--- config.mk ---
export PLATFORM = sky130hd
export DESIGN_NAME = disp_scan_ctrl
export DESIGN_NICKNAME = d
export VERILOG_FILES = /design/src/rtl/disp_scan_ctrl.sv
export SDC_FILE = /design/constraint.sdc
export NUM_CORES = 1
export LEC_CHECK = 0
export CORE_MARGIN = 8
export CORE_UTILIZATION = 53
export DETAILED_ROUTE_END_ITERATION = 7
export GPL_ROUTABILITY_DRIVEN = 0
export PLACE_DENSITY = 0.79
export SETUP_SLACK_MARGIN = 0.15
export SLEW_MARGIN = 20
export SYNTH_ARGS = -nofsm -noshare
export SYNTH_HDL_FRONTEND = slang
export SYNTH_SLANG_ARGS = --single-unit
--- constraint.sdc ---
create_clock -name clk -period 2.8 [get_ports clk]
set_input_delay 0.56 -clock clk [delete_from_list [all_inputs] [get_ports clk]]
set_output_delay 0.56 -clock clk [all_outputs]
set_load 0.05 [all_outputs]
--- src/rtl/disp_scan_ctrl.sv ---
// disp_scan_ctrl: eight-digit display scan scheduler with dead-time blanking, blink and frame-aligned mask loads
module disp_scan_ctrl #(
  parameter int SCAN_DIV  = 100000,
  parameter int BLANK_CYC = 1000,
  parameter int BLINK_DIV = 50000000
) (
  input  logic       clk,
  input  logic       rst,
  input  logic       load,
  input  logic [7:0] load_en,
  input  logic [7:0] load_blink,
  output logic       load_ready,
  output logic [2:0] disp_bit,
  output logic       digit_on,
  output logic       frame_start,
  output logic       blink_phase
);
  localparam int CW = $clog2((SCAN_DIV > BLANK_CYC ? SCAN_DIV : BLANK_CYC) + 1);
  localparam int BW = $clog2(BLINK_DIV);
  localparam logic [CW-1:0] L_SHOW_LAST  = CW'(SCAN_DIV - 1);
  localparam logic [CW-1:0] L_BLANK_LAST = CW'(BLANK_CYC == 0 ? 0 : BLANK_CYC - 1);
  localparam logic [BW-1:0] L_BLINK_LAST = BW'(BLINK_DIV - 1);
  typedef enum logic {SHOW, BLANK} state_t;
  state_t        r_state, w_state_nx;
  logic [CW-1:0] r_cnt, w_cnt_nx;
  logic [2:0]    r_bit, w_bit_nx;
  logic [7:0]    r_en, r_blink, r_en_pend, r_blink_pend, w_en_nx, w_blink_nx;
  logic [BW-1:0] r_bcnt;
  logic          r_pend, r_ready, r_on, r_fs, r_phase;
  logic          w_show_done, w_adv, w_frame, w_accept, w_apply, w_phase_nx, w_on_nx, w_ready_nx;
  assign w_show_done = r_state == SHOW && r_cnt == L_SHOW_LAST;
  assign w_adv       = BLANK_CYC == 0 ? w_show_done : (r_state == BLANK && r_cnt == L_BLANK_LAST);
  assign w_frame     = w_adv && r_bit == 3'd7;
  assign w_accept    = load && r_ready;
  assign w_apply     = w_frame && r_pend;
  always_ff @(posedge clk) begin
    if (rst) begin
      r_state      <= SHOW;
      r_cnt        <= '0;
      r_bit        <= '0;
      r_en         <= 8'hFF;
      r_blink      <= 8'h00;
      r_en_pend    <= 8'h00;
      r_blink_pend <= 8'h00;
      r_pend       <= 1'b0;
      r_ready      <= 1'b1;
      r_on         <= 1'b1;
      r_fs         <= 1'b0;
      r_bcnt       <= '0;
      r_phase      <= 1'b0;
    end else begin
      r_state <= w_state_nx;
      r_cnt   <= w_cnt_nx;
      r_bit   <= w_bit_nx;
      r_en    <= w_en_nx;
      r_blink <= w_blink_nx;
      r_ready <= w_ready_nx;
      r_on    <= w_on_nx;
      r_fs    <= w_frame;
      r_bcnt  <= r_bcnt == L_BLINK_LAST ? '0 : r_bcnt + BW'(1);
      r_phase <= w_phase_nx;
      if (w_accept) begin
        r_en_pend    <= load_en;
        r_blink_pend <= load_blink;
        r_pend       <= 1'b1;
      end else if (w_apply) r_pend <= 1'b0;
    end
  end
  always_comb begin
    w_state_nx = w_adv ? SHOW : (w_show_done ? BLANK : r_state);
    w_cnt_nx   = (w_adv || w_show_done) ? '0 : r_cnt + CW'(1);
    w_bit_nx   = w_adv ? r_bit + 3'd1 : r_bit;
  end
  // digit_on is computed from next-cycle values so it switches on the same edge as disp_bit
  always_comb begin
    w_en_nx    = w_apply ? r_en_pend : r_en;
    w_blink_nx = w_apply ? r_blink_pend : r_blink;
    w_phase_nx = r_phase ^ (r_bcnt == L_BLINK_LAST);
    w_on_nx    = w_state_nx == SHOW && w_en_nx[w_bit_nx] && !(w_blink_nx[w_bit_nx] && w_phase_nx);
    w_ready_nx = !w_accept && !r_pend;
  end
  assign load_ready  = r_ready;
  assign disp_bit    = r_bit;
  assign digit_on    = r_on;
  assign frame_start = r_fs;
  assign blink_phase = r_phase;
endmodule

# Word level (Yosys, flattened, before mapping)
# Cells that the tools add are included.
# totals
register_bits	84
in_bits	19
output_inout_bits	7
wordCells	51
# op_classes
addsub	3
n_lt_le_gt_ge	1
n_eq_ne	4
n_mux	11
bitwise_logic	3
reduce_logical	16
# ops
operator	n
$add 26x1->26 const B	1
$eq 26x26->1 const B	1
$add 17x1->17 const B	1
$eq 17x10->1 const B	1
$eq 17x17->1 const B	1
$mux 8	2
$logic_and 1x1->1	9
$bmux 1 s3	2
$mux 1	6
$lt 3x4->1 const B	1
$reduce_or 2->1	2
$add 3x1->3 const B	1
$eq 3x3->1 const B	1
$logic_not 1->1	3
$mux 3	1
$not 1->1	2
$reduce_bool 2->1	1
$logic_or 1x1->1	1
$xor 1x1->1	1

# Depth between registers and ports, before layout
# Gate-level depths: netlist (run 1).
# logic_depth
word_depth	10
ltp_mapped	10
depth_no_buf	9

# Least setup slack after synthesis (run 1)
# Ideal clock, no wire load.
# synth_path
path_kind	reg-to-reg
from	register r_bit[0], in the netlist disp_bit[0]
to	register r_on, in the netlist digit_on
setup_ps	96
t_arrival_ps	2593
required_ps	2704
slack_ps	111
path_stages_with_launch	11
n_path_buf	1
period_less_slack_ps	2689
cell_sequence	dfxtp_1 ha_1 ha_1 and3_1 clkbuf_1 and2_0 nand4_1 a211oi_1 a211o_1 o311ai_2 o41ai_2
# synth_between
elab_chain_cells	9
elab_cells_between_ends	15
classes_between	add/sub: 1; eq/ne: 1; mux: 7; reduce/logical: 6
# synth_lines
item	line_no	text
from (decl)	26	logic [2:0] r_bit, w_bit_nx;
from (signal assigned)	54	r_bit <= w_bit_nx;
parallel branches: the longest is 8 deep, another holds $add 3x1->3	n/a	
$logic_and 1x1->1 (*)	79	w_on_nx = w_state_nx == SHOW && w_en_nx[w_bit_nx] && !(w_blink_nx[w_bit_nx] && w_phase_nx);
to (signal assigned)	58	r_on <= w_on_nx;
to (decl)	29	logic r_pend, r_ready, r_on, r_fs, r_phase;
# Mark *: on every way between the ends. The select of a mux whose other input is x is not followed.
# A chain may end at the register's enable or synchronous reset.

# Final worst setup path (run 1)
# layout_path
from	register r_cnt[0]
to	register r_on, in the netlist digit_on
# layout_between
elab_chain_cells	10
elab_cells_between_ends	20
classes_between	eq/ne: 2; mux: 9; bitwise: 1; reduce/logical: 8
# layout_lines
item	line_no	text
from (decl)	25	logic [CW-1:0] r_cnt, w_cnt_nx;
from (signal assigned)	53	r_cnt <= w_cnt_nx;
$eq 17x10->1	32	assign w_adv = BLANK_CYC == 0 ? w_show_done : (r_state == BLANK && r_cnt == L_BLANK_LAST);
$logic_and 1x1->1	32	
$logic_and 1x1->1	33	assign w_frame = w_adv && r_bit == 3'd7;
$logic_and 1x1->1	35	assign w_apply = w_frame && r_pend;
$mux 8	77	w_blink_nx = w_apply ? r_blink_pend : r_blink;
$bmux 1 s3	79	
$mux 1 (implied by the code)	79	
$logic_and 1x1->1	79	
$logic_not 1->1	79	
$logic_and 1x1->1 (*)	79	
# Mark *: on every way between the ends. The rest lies on a longest branch, timed or not. The select of a mux whose other input is x is not followed.

==> results of run 1 <==
==> logic make-up after synthesis <==
logic type               share of synthesized area, %
flip-flops                                       44.6
buffers and inverters                            2.98
AO/OA/AOI/OAI                                    11.9
multiplexers                                     1.76
adder cells (fa/ha/maj)                          1.33
XOR/XNOR                                         9.05
AND/OR/NAND/NOR                                  28.4
==> where the power goes <==
part	switching (W)	internal, W	total [W]
registers	0.0000165	0.00122	0.00123
clock network	0.000429	0.000347	0.000777
logic	0.0000573	0.0000473	0.000105
total	0.000503	0.00161	0.00211
==> synthesized netlist by cell type, drive strengths merged, types with 8 or more instances <==
cell type / count / area, um^2
and2: 9 / 56.3
xor2: 24 / 210
nand4: 18 / 113
nor2: 57 / 214
nand2: 55 / 209
a21oi: 27 / 135
or3: 9 / 56.3
nand3: 27 / 140
dfxtp: 84 / 1680
xnor2: 15 / 131
o31ai: 8 / 73.8
clkbuf: 14 / 52.6
o211ai: 12 / 90.1
==> path summary, 6_finish.rpt <==
kind / slack, ns / to / depth (start not counted) / start
max: 0.29 / digit_on / 8 / r_cnt[0]
max reg2reg: 0.29 / digit_on / 8 / r_cnt[0]
min: 0.46 / r_cnt[0] / 1 / r_cnt[0]
min reg2reg: 0.46 / r_cnt[0] / 1 / r_cnt[0]
==> through the flow <==
| step | std cells | util, % | hold slack, ns |
|---|---|---|---|
| finish | 568 | 64.1 | 0.458 |
| global route | 568 | 64.1 | 0.488 |
| global placement | 547 | 60.5 | 0.432 |
| detailed placement | 547 | 60.5 | 0.438 |
| CTS | 563 | 63.1 | 0.457 |
| floorplan | 436 | - | 0.418 |
==> layer usage <==
metal  GRT usage (%)  wire length, um  vias up
li1                -                -     1600
met1            20.5             3690     1467
met2            25.6             3720       97
met3            5.19              543       19
met4            7.33              145        0
met5               0                0        -
==> cell usage in the layout (no fill, tap or decap), types with 7 or more instances in the layout <==
cell | Yosys | layout
a21oi_1 | 27 | 27
and2_1 | 8 | 8
buf_4 | 0 | 13
clkbuf_8 | 0 | 10
clkdlybuf4s50_1 | 0 | 25
dfxtp_1 | 84 | 81
inv_1 | 7 | 7
nand2_1 | 54 | 54
nand3_1 | 26 | 26
nand4_1 | 18 | 18
nor2_1 | 57 | 57
o211ai_1 | 12 | 12
o31ai_1 | 7 | 7
or3_1 | 9 | 9
xnor2_1 | 15 | 15
xor2_1 | 24 | 23
==> cell type report <==
class / count / area [um^2]
Fill cell: 592 / 2450
Clock buffer: 11 / 141
Sequential cell: 84 / 1690
Inverter: 7 / 26.3
Tap cell: 96 / 120
Clock inverter: 5 / 37.5
Timing Repair Buffer: 40 / 373
Multi-Input combinational cell: 325 / 1990
==> flip-flops by register name (all words and copies together), names as in the netlist <==
register,flops
r_bcnt,26
r_cnt,17
r_blink,8
r_blink_pend,8
r_en,8
r_en_pend,8
disp_bit,3
blink_phase,1
digit_on,1
frame_start,1
load_ready,1
r_pend,1
r_state,1
==> repair_timing <==
action | 4_1_cts | 5_1_grt
setup buffers | 0 | 5
gates resized for setup | 0 | 5
setup endpoints to repair | 0 | 1
==> results.md, run 1 <==
Drt:
- The total vias in the final route is 3183.
- The final wirelength is 8100 um.
- The count of antenna-violating nets left after detailed routing is 0.
- Dividing the detail-routed wire length by the instance count gives 14.3 um.
- The residual DRC count is 0.
- After the first detailed-routing iteration, the DRC count stood at approximately 260.
- Using the TritonRoute via totals, the vias-per-cell ratio works out to 5.60.
- The pre-antenna-repair detailed-routing pass consisted of 5 iterations.

Worst setup path:
- The endpoint kind of the worst setup timing path is a register.
- Along the worst path, the maximum fanout reaches 7.
- The biggest cell delay along the critical path is 0.39 ns.
- The family with the most delay on the worst path is simple AND/OR/NAND/NOR gates.
- The slowest stage of the critical path is the nor3_4 cell.
- STA classifies the critical path startpoint as a register.
- The number of buffer and inverter instances along the worst setup path is 0.
- The data required time at the worst endpoint is 3.07 ns.
- Traced cell by cell, the critical path runs through ha_2 -> and4bb_1 -> nand3_1 -> nor3_4 -> mux2_2 -> o211ai_1 -> a21oi_1 -> o41ai_2.
- The classification of the worst setup path is reg -> reg.
- The arrival time at the worst endpoint is around 2.8 ns.

Timing:
- Across all setup checks in the final design, the least slack found is 0.286 ns.
- After layout, the minimum clock period comes to 2.51 ns.
- The achievable clock frequency is 398 MHz.
- The total negative setup slack is 0 ns.
- The clock arrives with between 0.01 and 0.015 ns of skew.
- The max-slew violation count is 0.
- Of the available clock period, the critical path in the final layout requires between 80% and 90%.
- For the pin with the worst max-slew slack, the measured transition is 0.600 ns.
- Headroom to the max-slew limit came out at between 50% and 60%.
- The final setup violation count is 0.
- Setup repair after global routing left no endpoint under its margin.
- The total count of hold-check failures in the final report is 0.

Placement:
- The placed instances occupy a cell area of 4130 um^2.
- The detailed placement HPWL is 5730 um.
- Before CTS, the worst setup slack after placement is 0.180 ns.
- The quantity of I/O buffers inserted on ports is 25.

Floorplanning:
- The die area is 10100 um^2.
- The die height is 100 um.
- The number of cell rows is 30.
- The number of ports placed on the die boundary is 26.
- The die boundary width is 100 um.
- For this configuration, the core starts out at a cell density of 55.2%.
- The floorplan step defined a core boundary enclosing about 6800 um^2.

Yosys:
- The synthesized design contains 0 enable-type register cells.
- Of all flip-flops after synthesis, the portion carrying an async set or reset was 0%.
- The post-synthesis register bit count is between 80 and 90.
- In the synthesized netlist the dominant register cell turns out to be dfxtp_1.
- When the netlist entered floorplanning its net count stood at 459.
- The number of instances in the synthesized netlist is 436.
- The cell area that synthesis handed to floorplanning was approximately 3800 um^2.
- The synthesis warning total is 0.
- The post-synthesis cell type count is a little over 50.
- Each instance of the synthesized netlist takes up on average 8.66 um^2.
- The sequential-to-total area share from yosys stat is between 40 and 50%.

Clock network:
- The sink count of the clock tree is 84.
- Clock latency on the worst-skew pair, taken at its later pin, is 0.37 ns.
- TritonCTS built the clock tree.
- The library cell used as clock root buffer is clkbuf_8.
- The maximum clock insertion buffer count is 2.
- The maximum level of the CTS H-tree is 3.
- The number of buffers added to fix hold violations after cts is 0.
- The clock slew at the register clock pins of the worst setup and hold paths is 0.08 ns.
- The number of buffers created by CTS is 9.

Run status:
- The flow ran to the end, and the final reports show no timing, DRC or antenna violations.

Power:
- For this design the static power due to leakage is about 1.6 nW.
- The cell area power density is 483 nW/um^2.
- The maximum vdd drop is 0.328 mV.
- The design draws 0.00211 W.

Global routing:
- Entering global routing, the biggest net connects 26 pins.
- For this run, the total global-route usage over all layers was measured as between 15 and 20%.
- The first-pass GRT wire length is 13400 um.
- The number of antenna violations at the first check in global routing is 0.
- The total overflow reported by the global router is 0.
- The number of global-route vias before repair is 3016.

Worst hold path:
- The type of the most critical hold path is reg -> reg.

Cells and area:
- The layout overhead on the synthesized area is 16.0%.
- After routing the design area is between 4000 and 5000 um^2.
- The repair_antennas step left the layout with diodes totalling 0.
- The final layout net count is 490.
- The post-route netlist has 11.0% of its cells at a drive strength greater than 1.

Job:
- The tool flagged a number of max-cap violations equal to 0.
(Power assumes the default switching activity.)
==> run 2: changes to the inputs <==
- ABC_AREA: not set -> 1
==> run 2 against run 1 <==
Final cell count is 14% higher. Global-route usage is 1.3 points higher. Register-to-register slack better by 0.31 ns. Maximum frequency is 14% higher. Sequential power hardly changed. First-iteration DRC count is 27% lower. Routed wire length is 4.5% higher.
==> results.md, run 2 <==
Cells and area:
- The register with the highest flop count is r_bcnt.
- The layout overhead on the synthesized area is 14.2%.
- In the final layout, the registers with the most flip-flops are r_bcnt: 26 flops, r_cnt: 17 flops.
- The final cell utilization of the core came to 61.5% (-2.5 points).
- The most common cell after layout, fill and taps aside is dfxtp_1.
- The final layout net count is 568 (+16%).
- In the layout the commonest cells are 84 x dfxtp_1, 79 x nor2_1, 78 x nand2_1.
- The share of cells above drive strength 1 came to 10.5% (-0.47 points).
- The fill cell total of the finished layout came to 629 (+6.3%).
- The number of flip-flops under the largest register name is 26 (unchanged).
- The number of antenna diodes is 0 (unchanged).

Worst setup path:
- The classification of the worst setup path is reg -> reg.
- The biggest cell delay along the critical path is 0.37 ns (-0.02 ns).
- The worst setup path is launched from a register.
- Walking the worst path, the cells encountered are ha_1 -> nand2_1 -> inv_1 -> nand3_1 -> nor2_1 -> nand3_2 -> inv_2 -> nand2_1 -> nand2_1 -> nand3_1 -> nand3_1 -> nand2_1 -> nor2_1 -> nor2_1 -> nand2_1 -> nand2_1.
- The family with the most delay on the worst path is simple AND/OR/NAND/NOR gates.
- The cell with the biggest individual delay on the critical path is dfxtp_1.
- The highest net fanout along the worst path is 8 (+1).
- The arrival time at the worst endpoint is 2.44 ns (-0.35 ns).
- The most numerous cell type found on the critical path is nand2_1.
- The data required time at the worst endpoint came to 3.04 ns (-0.03 ns).
- STA classifies the critical path endpoint as a register.
- The number of buffer and inverter instances along the worst setup path is 2 (+2).

Clock network:
- The number of buffers created by CTS was 9 (unchanged).
- The count of instances resized after the clock tree is built came to 0 (unchanged).
- The post-CTS setup buffer count is 0 (unchanged).
- The later-pin clock latency in the skew report came to 0.35 ns (-0.02 ns).
- The CTS tree is yes.
- The number of buffers added to fix hold violations after cts is 0 (unchanged).
- The library cell used as clock root buffer is clkbuf_8.
- The maximum level of the CTS H-tree is 3 (unchanged).
- The maximum clock insertion buffer count is 2 (unchanged).
- The sink count of the clock tree was 84 (unchanged).
- The clock slew at the register clock pins of the worst setup and hold paths is 0.08 ns (about the same).

Global routing:
- The overall routing resource usage is 17.9% (+1.3 points).
- The total overflow reported by the global router is 0 (unchanged).
- The number of antenna violations at the first check in global routing was 0 (unchanged).
- The pin count of the biggest net entering global routing is 27 (+3.8%).
- The first-pass GRT wire length is 14900 um (+11%).
- The number of global-route vias before repair was 3423 (+13%).

Floorplanning:
- The die height is 101 um (+1.0%).
- The effective utilization at floorplan is 53.8% (-1.4 points).
- The number of cell rows is 31 (+3.3%).
- The die boundary width is 101 um (+1.0%).
- The number of ports placed on the die boundary came to 26 (unchanged).
- The area inside the core boundary is 7180 um^2 (+5.0%).
- The die area is 10300 um^2 (+2.0%).

Drt:
- The routed wirelength normalized by instance count is 13.1 um (-8.5%).
- The ratio of routed vias to standard cells is 5.36 (-4.4%).
- The first-pass detailed-route iteration total came to 5 (unchanged).
- The number of DRC markers after the initial detailed-route iteration is 194 (-27%).
- The total vias in the final route is 3477 (+9.2%).
- The count of antenna-violating nets left after detailed routing came to 0 (unchanged).
- The final wirelength came to 8470 um (+4.5%).
- The residual DRC count came to 0 (unchanged).

Timing:
- The final critical-path setup slack came to 0.599 ns (+0.313 ns).
- The final setup violation count is 0 (unchanged).
- The total count of hold-check failures in the final report is 0 (unchanged).
- The worst setup skew after layout is 0.0165 ns (+0.00218 ns).
- Setup repair after global routing left no endpoint under its margin.
- The worst-case hold slack is 0.474 ns (+0.0163 ns).
- The achievable clock frequency is 454 MHz (+14%).
- The max-slew violation count is 0 (unchanged).
- The total negative setup slack was 0 ns (unchanged).
- The worst relative slew slack is 61.5% (+1.6 points).
- The final critical delay including setup and external delays is 2.20 ns (-0.313 ns).
- The pin slew with the least headroom to its limit is 0.576 ns (-0.0238 ns).
- The final cycle utilization of the critical path is 78.6% (-11 points).

Yosys:
- The proportion of synthesized area in mux cells came to 0% (-1.8 points).
- The fraction of the mapped netlist area in compound gates is 8.71% (-3.2 points).
- The share of async-settable or async-resettable flops after synthesis is 0% (unchanged).
- The share of Yosys cell area claimed by the top area cell type was 43.5% (-1.0 points).
- By area, the combinational part of the netlist is dominated by simple AND/OR/NAND/NOR gates.
- The biggest area consumer among synthesized cells is dfxtp_1.
- By count the netlist is led by 84 x dfxtp_1, 79 x nor2_1, 78 x nand2_1.
- The cell area after synthesis is 3860 um^2 (+2.4%).
- By instance count, the leading cell after synthesis is dfxtp_1.
- The average cell area after synthesis is 7.44 um^2 (-14%).
- The synthesized net count is 542 (+18%).
- The most used flip-flop cell after synthesis is dfxtp_1.
- The arithmetic-cell share of the synthesized area counting full adders, half adders and majority gates is 1.30% (-0.031 points).
- The sequential-to-total area share from yosys stat is 43.5% (-1.0 points).
- The xor-xnor portion of the synthesized cell area came to 2.27% (-6.8 points).
- The synthesis warning total is 0 (unchanged).
- The post-synthesis share of cell area spent on and, or, nand and nor gates is 36.4% (+8.0 points).
- By area the synthesized netlist is led by dfxtp_1 44%, nor2_1 7.7%, nand2_1 7.6%.
- The post-synthesis register bit count was 84 (unchanged).
- The number of enable-type register cells in the synthesized netlist is 0 (unchanged).
- The post-synthesis cell type count is 39 (-24%).
- The number of instances in the synthesized netlist is 519 (+19%).

Placement:
- The minimum setup slack after placement was 0.610 ns (+0.430 ns).
- The detailed placement HPWL is 6170 um (+7.6%).
- The quantity of I/O buffers inserted on ports is 25 (unchanged).

Worst hold path:
- In this run the worst hold path is classified as reg -> reg.

Job:
- The count of max-cap constraint violations is 0 (unchanged).

Power:
- The cell area power density is 521 nW/um^2 (+7.7%).
- The maximum vdd drop was 0.284 mV (-13%).
- The static power due to leakage came to 1.73 nW (+11%).

Run status:
- The flow ran to the end, and the final reports show no timing, DRC or antenna violations.
## run 2: metrics by stage
step	std cells	power, W	cell area (um^2)
floorplan	519	0.00134	3860
global placement	633	0.00139	4200
detailed placement	633	0.00139	4200
CTS	649	0.00232	4410
global route	649	0.00240	4410
finish	649	0.00230	4410
## run 2: layer usage
metal  routed length [um]  up-vias  GRT usage, %
met2                 4250       79          30.9
met1                 3680     1613          20.9
li1                     -     1769             -
met4                  170        0          6.76
met5                    0        -             0
met3                  371       16          4.19
## run 2: logic make-up after synthesis
group | count (synthesis)
DFF | 84
adders and majority gates | 4
buffers and inverters | 75
AOI/OAI and AO/OA | 64
and+or+nand+nor | 282
xor gates and xnor gates | 10
## run 2: power breakdown
group | switching [W] | internal (W)
Clock | 0.000433 | 0.000503
Combinational | 0.0000692 | 0.0000519
Sequential | 0.0000187 | 0.00122
## run 2: path summary, 6_finish.rpt
check,from,to,slack (ns),cells after the start
worst min register to register,r_bcnt[0],r_bcnt[0],0.47,1
worst min-delay path,r_bcnt[0],r_bcnt[0],0.47,1
worst max-delay path,r_cnt[0],digit_on,0.60,16
worst max register to register,r_cnt[0],digit_on,0.60,16
## run 2: area by class of cell
| class | count | area [um^2] | area share (%) |
|---|---|---|---|
| multi-input cells | 360 | 1880 | 42.6 |
| flip-flops and latches | 84 | 1680 | 38.1 |
| repair buffers | 30 | 288 | 6.52 |
| inverters | 60 | 225 | 5.10 |
| clock buffers | 10 | 128 | 2.89 |
| well taps | 99 | 124 | 2.81 |
| clock inverters | 6 | 86.3 | 1.96 |
## run 2: worst reg2reg max path: cells and delay by family (launching register included)
kind | cells | cell delay [ns]
buffers and inverters | 2 | 0.19
adders and majority gates | 1 | 0.24
DFF | 1 | 0.37
and+or+nand+nor | 13 | 1.29
==> run 3: changes to the inputs <==
- PLACE_DENSITY: 0.79 -> 0.82
- clock period: 2.8 -> 1.9 ns (I/O delays scaled with it)
==> run 3 against run 2 <==
First-iteration DRC count rose by 51%. Largest cell class unchanged. Critical path type unchanged. Global-route usage rose by 1.2 points. Register-to-register slack got worse by 0.69 ns. Non-clock buffer count rose by 52. Setup slack got worse by 0.69 ns. The run now ends with setup timing left. Flip-flop and latch count did not move. Die area did not move.
==> results.md, run 3 (same netlist as run 2, synthesis figures left out) <==
Clock network:
- The tree is rooted in a clkbuf_8.
- The later-pin clock latency in the skew report is 0.36 ns (about the same).
- The number of buffers created by CTS is 9 (unchanged).
- The number of buffers added to fix hold violations after cts came to 0 (unchanged).
- The clock slew at the register clock pins of the worst setup and hold paths is 0.09 ns (about the same).
- The maximum level of the CTS H-tree was 3 (unchanged).
- The maximum clock insertion buffer count is 2 (unchanged).
- The sink count of the clock tree is 84 (unchanged).
- The CTS tree is yes.

Worst setup path:
- The arrival time at the worst endpoint is 2.25 ns (-0.19 ns).
- The number of buffer and inverter instances along the worst setup path is 1 (-1).
- The worst reg-to-reg path cell count was 14 (-2).
- The worst-case register-to-register setup slack is -0.09 ns (-0.69 ns).
- The type of element launching the critical path is a register.
- The highest net fanout along the worst path is 4 (-4).
- The largest individual stage delay along the critical path comes from the cell dfxtp_2.
- The data required time at the worst endpoint was 2.16 ns (-0.88 ns).
- The biggest cell delay along the critical path was 0.36 ns (about the same).
- Traced cell by cell, the critical path runs through ha_4 -> nand2_2 -> inv_2 -> nand2_4 -> nor2_4 -> nand2_4 -> nor4_4 -> nand3_2 -> nor2_4 -> nand2_2 -> nor2_4 -> nand2_2 -> nand2_2 -> a21oi_2.
- The classification of the worst setup path is reg -> reg.
- The endpoint kind of the worst setup timing path is a register.
- In this run the critical register-to-register path is captured at r_bcnt[24].
- The source of the worst register-to-register timing path is r_bcnt[1].
- By instance count, the cell type seen most on the critical path is nand2_2.
- The family with the most delay on the worst path is simple AND/OR/NAND/NOR gates.

Global routing:
- The number of global-route vias before repair is 3499 (+2.2%).
- The first-pass GRT wire length came to 15800 um (+5.6%).
- The number of antenna violations at the first check in global routing came to 0 (unchanged).
- The pin count of the biggest net entering global routing is 27 (unchanged).
- The total overflow reported by the global router was 0 (unchanged).
- The overall routing resource usage came to 19.1% (+1.2 points).

Timing:
- The final setup violation count came to 6 (+6).
- The achievable clock frequency is 503 MHz (+11%).
- The total count of hold-check failures in the final report is 0 (unchanged).
- The total negative setup slack is -0.383 ns (-0.383 ns).
- The worst relative slew slack was 67.1% (+5.6 points).
- The worst-case hold slack was 0.477 ns (+0.00300 ns).
- The worst setup skew after layout is 0.0126 ns (-0.00388 ns).
- The final critical delay including setup and external delays came to 1.99 ns (-0.212 ns).
- The final cycle utilization of the critical path is 105% (+26 points).
- Setup repair after global routing could not meet its margin everywhere.
- The final critical-path setup slack is -0.0891 ns (-0.688 ns).
- The pin slew with the least headroom to its limit is 0.495 ns (-0.0808 ns).
- The max-slew violation count came to 0 (unchanged).

Cells and area:
- The number of flip-flops under the largest register name was 26 (unchanged).
- The register with the highest flop count is r_bcnt.
- The share of cells above drive strength 1 is 28.2% (+18 points).
- The final design instance area without fill is 5170 um^2 (+17%).
- The largest registers in the layout are r_bcnt: 26 flops, r_cnt: 17 flops.
- The multi-input gate area in the final layout is 2170 um^2 (+15%).
- In the layout the commonest cells are 75 x dfxtp_1, 74 x nor2_1, 68 x nand2_1.
- Relative to the synthesized area, the layout overhead comes to 33.9%.
- The fill cell total of the finished layout is 511 (-19%).
- The register area is 1700 um^2 (+1.1%).
- The final layout net count is 621 (+9.3%).
- Leaving out fill and tap cells, the most frequent cell in the layout is dfxtp_1.
- The number of antenna diodes came to 0 (unchanged).

Power:
- The internal power component is 0.00269 W (+51%).
- The total power consumption of the routed design is 0.00351 W (+53%).
- The net switching power is 0.000824 W (+58%).
- The clock network fraction of total power is 41.1% (+0.4 points).
- The portion of total power attributed to sequential cells is 52.2% (-1.8 points).
- The maximum vdd drop is 0.354 mV (+24%).
- The static power due to leakage is 2.17 nW (+25%).
- The proportion of total power due to net switching is 23.5% (+0.81 points).
- The cell area power density is 678 nW/um^2 (+30%).
- The combinational share of power is 6.7% (+1.4 points).

Drt:
- The met3 layer wire length in the routed design was 604 um (+63%).
- The count of antenna-violating nets left after detailed routing is 0 (unchanged).
- The met1 routed wirelength after detailed routing is 4210 um (+14%).
- The residual DRC count is 0 (unchanged).
- The final wirelength is 10700 um (+27%).
- The first-pass detailed-route iteration total came to 5 (unchanged).
- The total vias in the final route is 3896 (+12%).
- The ratio of routed vias to standard cells is 5.56 (+3.7%).
- The detailed route wirelength on metal2 is 5600 um (+32%).
- The routed wirelength normalized by instance count came to 15.3 um (+17%).
- The number of DRC markers after the initial detailed-route iteration was 293 (+51%).
- The highest routed metal layer is met4.

Floorplanning:
- The die boundary width is 101 um (unchanged).
- The number of cell rows is 31 (unchanged).
- The number of ports placed on the die boundary is 26 (unchanged).
- The die height is 101 um (unchanged).
- The area inside the core boundary is 7180 um^2 (unchanged).
- The effective utilization at floorplan came to 53.8% (unchanged).
- The die area is 10300 um^2 (unchanged).

Worst hold path:
- The path with the worst hold slack has its endpoint at r_en[4].
- The worst hold path belongs to the class reg -> reg.
- The depth of the worst hold-timing path is 2 (+1).
- The worst hold path startpoint is r_en[4].

Run status:
- The final reports fail on setup timing.
- The flow ran to the end, but the final reports show violations.

Job:
- The count of max-cap constraint violations is 0 (unchanged).

Placement:
- The quantity of I/O buffers inserted on ports came to 25 (unchanged).
- The placement-stage cell area came to 4410 um^2 (+5.1%).
- The detailed placement HPWL is 6340 um (+2.9%).
[run 3: per-layer routing]
layer  global-route usage [%]  vias to the layer above
met3                     3.64                       39
met5                        0                        -
li1                         -                     1882
met2                     33.4                      156
met1                     21.8                     1819
met4                     8.93                        0
[run 3: worst min-delay path, stage by stage, from the launching register on]
cell and delay (ns):
dfxtp_1 0.31, nand2_1 0.06, nand3_1 0.07
[run 3: timing repair]
item	CTS	global route
buffers inserted	12	13
pin swaps	8	29
gates cloned	0	3
resized for setup	22	61
endpoints found under the setup margin	22	34
[run 3: final cells by class]
class	count	share of cell area, %
inverter	60	4.35
clock inverter	5	1.62
clock buffer	10	2.66
multi-input combinational	361	42.0
sequential	84	32.9
tap	99	2.39
timing repair buffer	82	14.1
[run 3: through the flow]
stage	setup slack, ns	instances	utilization, %
floorplan	0.128	519	-
global placement	0.0437	658	61.5
detailed placement	-0.0747	658	61.5
CTS	0.0113	685	67.1
global route	-0.222	701	72.1
finish	-0.0891	701	72.1
[run 3: how the worst max path moves through the flow]
| stage | startpoint | endpoint | slack, ns | cells after the start |
|---|---|---|---|---|
| 4_1_cts | r_cnt[8] | digit_on | 0.01 | 13 |
| 6_report | r_bcnt[1] | r_bcnt[24] | -0.09 | 14 |
| 3_3_place_gp | r_cnt[0] | digit_on | 0.04 | 14 |
| 2_1_floorplan | r_bcnt[0] | r_bcnt[24] | 0.13 | 14 |
| 5_1_grt | r_bcnt[1] | r_bcnt[24] | -0.22 | 14 |
| 3_5_place_dp | r_cnt[0] | digit_on | -0.07 | 14 |
[run 3: power by group through the flow]
| stage | registers (W) | logic (W) | clock network, W |
|---|---|---|---|
| 2_1_floorplan | 0.00187 | 0.000106 | 0 |
| 3_3_place_gp | 0.00187 | 0.000194 | 0 |
| 3_5_place_dp | 0.00187 | 0.000200 | 0 |
| 4_1_cts | 0.00183 | 0.000209 | 0.00144 |
| 5_1_grt | 0.00184 | 0.000259 | 0.00153 |
| 6_report | 0.00183 | 0.000234 | 0.00144 |
